==> config.mk <==
export PLATFORM = sky130hd
export DESIGN_NAME = instr_fetch_unit
export DESIGN_NICKNAME = d
export VERILOG_FILES = /design/src/rtl/instr_fetch_unit.sv
export SDC_FILE = /design/constraint.sdc
export NUM_CORES = 1
export LEC_CHECK = 0
export CAP_MARGIN = 20
export CORE_MARGIN = 5
export CORE_UTILIZATION = 42
export DETAILED_ROUTE_END_ITERATION = 8
export GPL_TIMING_DRIVEN = 0
export HOLD_SLACK_MARGIN = 0.02
export PLACE_DENSITY = 0.87
export SETUP_SLACK_MARGIN = 0.3
export SLEW_MARGIN = 10
export SYNTH_ARGS = -nofsm -noshare
export SYNTH_HDL_FRONTEND = slang
export SYNTH_SLANG_ARGS = --single-unit
==> constraint.sdc <==
create_clock -name clk -period 3 [get_ports clk]
set_clock_uncertainty 0.05 [all_clocks]
set_input_delay 0.3 -clock clk [delete_from_list [all_inputs] [get_ports clk]]
set_output_delay 0.3 -clock clk [all_outputs]
set_load 0.01 [all_outputs]
==> src/rtl/instr_fetch_unit.sv <==
`default_nettype none
// ============================================================================
//  Module      : instr_fetch_unit
//  Description : Fetch stage in front of a combinational instruction memory.
//                Owns the PC, drives the memory byte address, and captures
//                the returned word plus its PC into one output slot that the
//                decoder drains through a valid/ready handshake. Accepts
//                branch redirects from execute and counts completed
//                handshakes for debug.
//
//  Ports       : clk           - system clock, rising edge
//                reset         - synchronous, active-high reset
//                imem_addr     - byte address to instruction memory (= PC)
//                imem_rdata    - little-endian word returned for imem_addr
//                br_taken      - redirect request, sampled on the edge
//                br_target     - redirect byte address (bits [1:0] ignored)
//                out_valid     - output slot holds an instruction
//                out_ready     - decoder takes the slot this cycle
//                out_instr     - instruction in the slot
//                out_pc        - byte address of out_instr
//                out_pc_plus8  - out_pc + 8 (R15 read value), not wrapped
//                fetch_count   - number of completed handshakes
//
//  Revision    : 1.0 - initial release
// ============================================================================
module instr_fetch_unit #(
    parameter logic [31:0] RESET_PC   = 32'h0000_0000,
    parameter int          IMEM_BYTES = 256
) (
    input  logic        clk,
    input  logic        reset,
    output logic [31:0] imem_addr,
    input  logic [31:0] imem_rdata,
    input  logic        br_taken,
    input  logic [31:0] br_target,
    output logic        out_valid,
    input  logic        out_ready,
    output logic [31:0] out_instr,
    output logic [31:0] out_pc,
    output logic [31:0] out_pc_plus8,
    output logic [31:0] fetch_count
);

    // Keeps any address word aligned and inside the memory window, which
    // implements both the modulo wrap and the forced-zero low bits.
    localparam logic [31:0] c_ADDR_MASK = 32'(IMEM_BYTES - 1) & 32'hFFFF_FFFC;

    localparam logic [0:0] ST_BOOT = 1'b0;
    localparam logic [0:0] ST_RUN  = 1'b1;

    logic [0:0]  r_state;
    logic [31:0] r_pc;
    logic        r_out_valid;
    logic [31:0] r_out_instr;
    logic [31:0] r_out_pc;
    logic [31:0] r_fetch_count;

    logic        w_load;
    logic        w_handshake;
    logic [31:0] w_pc_inc;
    logic [31:0] w_br_pc;

    // The slot may be refilled when it is empty or being drained this cycle.
    assign w_load      = !r_out_valid || out_ready;
    assign w_handshake = r_out_valid && out_ready;
    assign w_pc_inc    = (r_pc + 32'd4) & c_ADDR_MASK;
    assign w_br_pc     = br_target & c_ADDR_MASK;

    always_ff @(posedge clk) begin
        if (reset) begin
            r_state       <= ST_BOOT;
            r_pc          <= RESET_PC & c_ADDR_MASK;
            r_out_valid   <= 1'b0;
            r_out_instr   <= 32'd0;
            r_out_pc      <= 32'd0;
            r_fetch_count <= 32'd0;
        end else if (r_state == ST_BOOT) begin
            // One settling cycle: the slot is primed from the reset PC but
            // stays invalid and the PC is not advanced, so the first RUN
            // edge presents the word at RESET_PC as the first valid output.
            r_out_instr <= imem_rdata;
            r_out_pc    <= r_pc;
            r_out_valid <= 1'b0;
            r_state     <= ST_RUN;
        end else begin
            // The consumer took the slot even if a redirect flushes the
            // refill on the same edge, so it still counts.
            if (w_handshake) begin
                r_fetch_count <= r_fetch_count + 32'd1;
            end

            if (br_taken) begin
                // Flush; the empty slot forces a reload from the target on
                // the next edge, giving a one-cycle bubble.
                r_pc        <= w_br_pc;
                r_out_valid <= 1'b0;
            end else if (w_load) begin
                r_out_instr <= imem_rdata;
                r_out_pc    <= r_pc;
                r_out_valid <= 1'b1;
                r_pc        <= w_pc_inc;
            end
        end
    end

    assign imem_addr    = r_pc;
    assign out_valid    = r_out_valid;
    assign out_instr    = r_out_instr;
    assign out_pc       = r_out_pc;
    assign out_pc_plus8 = r_out_pc + 32'd8;
    assign fetch_count  = r_fetch_count;

endmodule
`default_nettype wire

Word-level counts from Yosys, hierarchy flattened

Index checks and enable logic that the tools add are counted.

Input port bits: 68
Output and inout port bits: 161
Word-level logic and storage cells: 29
Flip-flop bits (word level): 130

Equal/unequal tests: 2
Reductions and logical operators: 8
$add $sub $neg: 3
Bitwise gates (word level): 1
Mux-type cells: 9

Operator list:

| cell                                                                     | count |
|---|---|
| 32-bit 2-to-1 mux                                                        | 8 |
| 32-bit by 1-bit adder with 32-bit output (second input constant)         | 1 |
| 32-bit by 4-bit adder with 32-bit output (second input constant)         | 1 |
| 8-bit by 3-bit adder with 8-bit output (second input constant)           | 1 |
| 2-bit AND reduction                                                      | 3 |
| 3-bit OR reduction                                                       | 1 |
| 2-bit by 1-bit inequality test with 1-bit output (second input constant) | 1 |
| 2-bit inequality test (second input constant)                            | 1 |
| 2-bit nonzero test                                                       | 1 |
| 1-bit logical AND                                                        | 1 |
| 1-bit zero test                                                          | 1 |
| 1-bit logical OR                                                         | 1 |
| 1-bit 2-to-1 mux                                                         | 1 |
| 1-bit inverter                                                           | 1 |

Depth between registers and ports, before layout

Depth in word-level cells: 5
Gate-level depth with buffers: 7
Gate-level depth less buffers: 5

Worst setup path after synthesis

No wires, ideal clock.

Path type: register to register
Start point: reg r_fetch_count[0] (netlist: fetch_count[0])
End point: reg r_fetch_count[24] (netlist: fetch_count[24])
Setup time: 0.121 ns
Path buffers: 2
Stages on the path, launching flop included: 8
Required time: 2.829 ns
Data arrival time: 1.722 ns
Setup slack: 1.107 ns
Period minus slack after synthesis: 1.893 ns
Path through: dfxtp_1 -> ha_1 -> nand4_2 -> or2_1 -> buf_6 -> buf_4 -> nor4_2 -> mux2_2

Longest elaborated chain between the ends: 1

Ends and longest elaborated chain:

| element                                  | line | source |
|---|---|---|
| start: declaration                       | 56   | `logic [31:0] r_fetch_count;` |
| start signal: assignment                 | 89   | `r_fetch_count <= r_fetch_count + 32'd1;` |
| 32-bit by 1-bit adder with 32-bit output | 89   |  |

No other way between the ends.
A chain may end at the register's enable or synchronous reset.

Worst setup path after layout

Start point: reg r_out_pc[3] (netlist: out_pc[3])
End point: out out_pc_plus8[7]

Longest elaborated chain between the ends: 1

Ends and longest elaborated chain:

| element                                  | line | source |
|---|---|---|
| start: declaration                       | 55   | `logic [31:0] r_out_pc;` |
| start signal: assignment                 | 82   | `r_out_pc <= r_pc;` |
| start signal: assignment                 | 99   | `r_out_pc <= r_pc;` |
| 32-bit by 4-bit adder with 32-bit output | 110  | `assign out_pc_plus8 = r_out_pc + 32'd8;` |
| end: declaration                         | 40   | `output logic [31:0] out_pc_plus8,` |

No other way between the ends.

==> metrics.yaml <==
status: "complete, no violations"
totalWireLength_microns: 11700
grt_pass1_wl_microns: 18300
yosys_warnings: 0
total_power_mw: 2.18
stdcell_count: 839
critPathKind: "flip-flop to primary output"
synth_edf_count: 0
overflow: 0
io_pins: 229
max-clock-path-buffers: 2
synth_cell_type_count: 43
finalHoldViolCount: 0
grt_max_degree: 14
hp-class: "flip-flop to flip-flop"
worst-slew-pin-transition_ns: 0.579
setup_viol: 0
arrival_ns: 1.99
fin_crit_sh: 0.779
drv_slew: 0
area_growth_pct: 46.3
antenna_found_initial: 0
ys_ff_latch: 78
crit_required_ns: 2.65
hpwlAfterDp_microns: 9250
wire_per_inst_microns: 14.0
diodes: 0
power.density_nw_per_um2: 370
dieArea_sq_um: 11600
grt_usage: 0.195
max_freq_mhz: 428
rsz0062_at_grt: "no"
clock_latency_ns: 0.35
relSlewSlack: 0.610
cts.sinks: 78
grt_pass1_vias: 3751
cts-root-buf: "clkbuf_8"
synth.area.top_cells: "dfxtp_1 39%, buf_4 15%, nand2_1 9.0%, a21oi_1 6.7%, mux2_2 2.5%"
start_kind: "flip-flop"
maxCapViolations: 0
syn_area_sq_um: 4020
cp_max_fo: 6
holdWs_ns: 0.403
vias: 3961
drtAntennaViolNets: 0
power.share.sequential: 0.505
power_frac_clock: 0.313
dp_cells: 823
post_cts_resize_count: 0
post-route-min-period_ns: 2.34
gp_congestion: 0.810
cts_tree: "yes"
synth_seq_area_share: 0.388
end_kind: "primary output"
numPortBuffers: 125
synth-main-ff-cell: "dfxtp_1"
irDropWorstVdd_v: 0.000238
finalSetupTns_ns: 0
comb_power_share: 0.182
syn_inst: 493
rrSetupSlack_ns: 0.98
p_int_mw: 1.58
cts-buffers-inserted: 9
leakage_nw: 2.48
vias_per_cell: 4.72
fin_nets: 776
rows: 35
p_switching_mw: 0.600
syn_avg_cell_area_sq_um: 8.16
drcViolationCount: 0
swShare: 0.276
dieHeight_microns: 108
post-route-util: 0.634
cts.clk_slew.worst_paths_ns: 0.08
drt_first_iter_violations: 149
drive_above_1_share: 0.169
die-width_microns: 108
synth_top_cell_by_area: "dfxtp_1"
coreArea_sq_um: 9280
start_util: 0.433
synth.top_cell.area_share: 0.388
post_cts_buffers: 0
cts_max_level: 3
drtPass1Iterations: 4
cts_hold_buf: 0
ys_async_sr_fraction: 0
-- kinds of logic after synthesis --
kind of cell,count (synthesis),synth area share
simple gates,193,0.240
buf+inv,111,0.187
compound gates,83,0.116
flops,78,0.388
xor+xnor,12,0.0261
mux,12,0.0330
fa+ha+maj,3,0.00933
other cells,1,0.000932
-- metal layers --
layer  share of wire  up-vias  GRT usage
met5               0        -          0
met4           0.017        0     0.0685
met3           0.075       21     0.0492
met2            0.52      151      0.358
met1            0.39     1843      0.215
li1                -     1946          -
-- Yosys cell counts, drive strengths merged, types with 2 or more instances --
cell type,n
ha,3
o31ai,12
nand2,97
clkbuf,13
buf,94
nor4,10
o21ai,9
nand4,8
and4,5
a21oi,54
a31oi,3
and3,3
nor2b,11
or3,3
mux2,10
or4,10
o21a,2
dfxtp,78
xnor2,5
nand2b,2
inv,4
mux2i,2
nand3,16
nor2,23
xor2,7
-- worst max-delay path, cell delays in order, from the launching register on --
cell and delay (ns):
dfxtp_1 0.45, ha_1 0.23, nand3_1 0.10, xnor2_1 0.27, clkdlybuf4s50_1 0.60
-- power by group through the flow --
stage / Sequential (mW) / Combinational (mW) / Clock [mW]
3_3_place_gp: 1.12 / 0.379 / 0
5_1_grt: 1.10 / 0.429 / 0.736
3_5_place_dp: 1.12 / 0.386 / 0
6_report: 1.10 / 0.395 / 0.682
4_1_cts: 1.10 / 0.388 / 0.697
2_1_floorplan: 1.14 / 0.205 / 0
-- layout make-up --
type / instances / area, sq um
multi-input cells: 380 / 1990
repair buffers: 125 / 1250
clock buffers: 9 / 124
well taps: 129 / 161
flip-flops and latches: 78 / 1560
inverters: 4 / 15.0
plain buffers: 107 / 738
clock inverters: 7 / 41.3
fillers: 763 / 3400
-- flip-flops by register name (all words and copies together), names as in the netlist --
signal,cells
r_state,1
out_valid,1
imem_addr,6
out_instr,32
out_pc,6
fetch_count,32
-- cells in the final DEF (no fill, tap or decap), types with 12 or more instances in the layout --
master	n
dfxtp_1	78
a21oi_1	54
o31ai_1	12
buf_4	81
conb_1	77
nand2_1	96
clkdlybuf4s50_1	125
nor2_1	23
nand3_1	16
clkbuf_1	13
-- path summary, 6_finish.rpt --
path / start / end / cells past startpoint
max: out_pc[3] / out_pc_plus8[7] / 4
min: out_instr[17] / out_instr[17] / 2
max reg2reg: out_valid / out_instr[26] / 6
min reg2reg: out_instr[17] / out_instr[17] / 2
-- metrics by stage --
stage          setup WS, ns  instance area [sq um]
3_3_place_gp          0.537                   5720
4_1_cts               0.658                   5890
6_report              0.663                   5890
3_5_place_dp          0.463                   5720
5_1_grt               0.583                   5890
2_1_floorplan          1.11                   4310
Power figures use the tool's default switching activity.
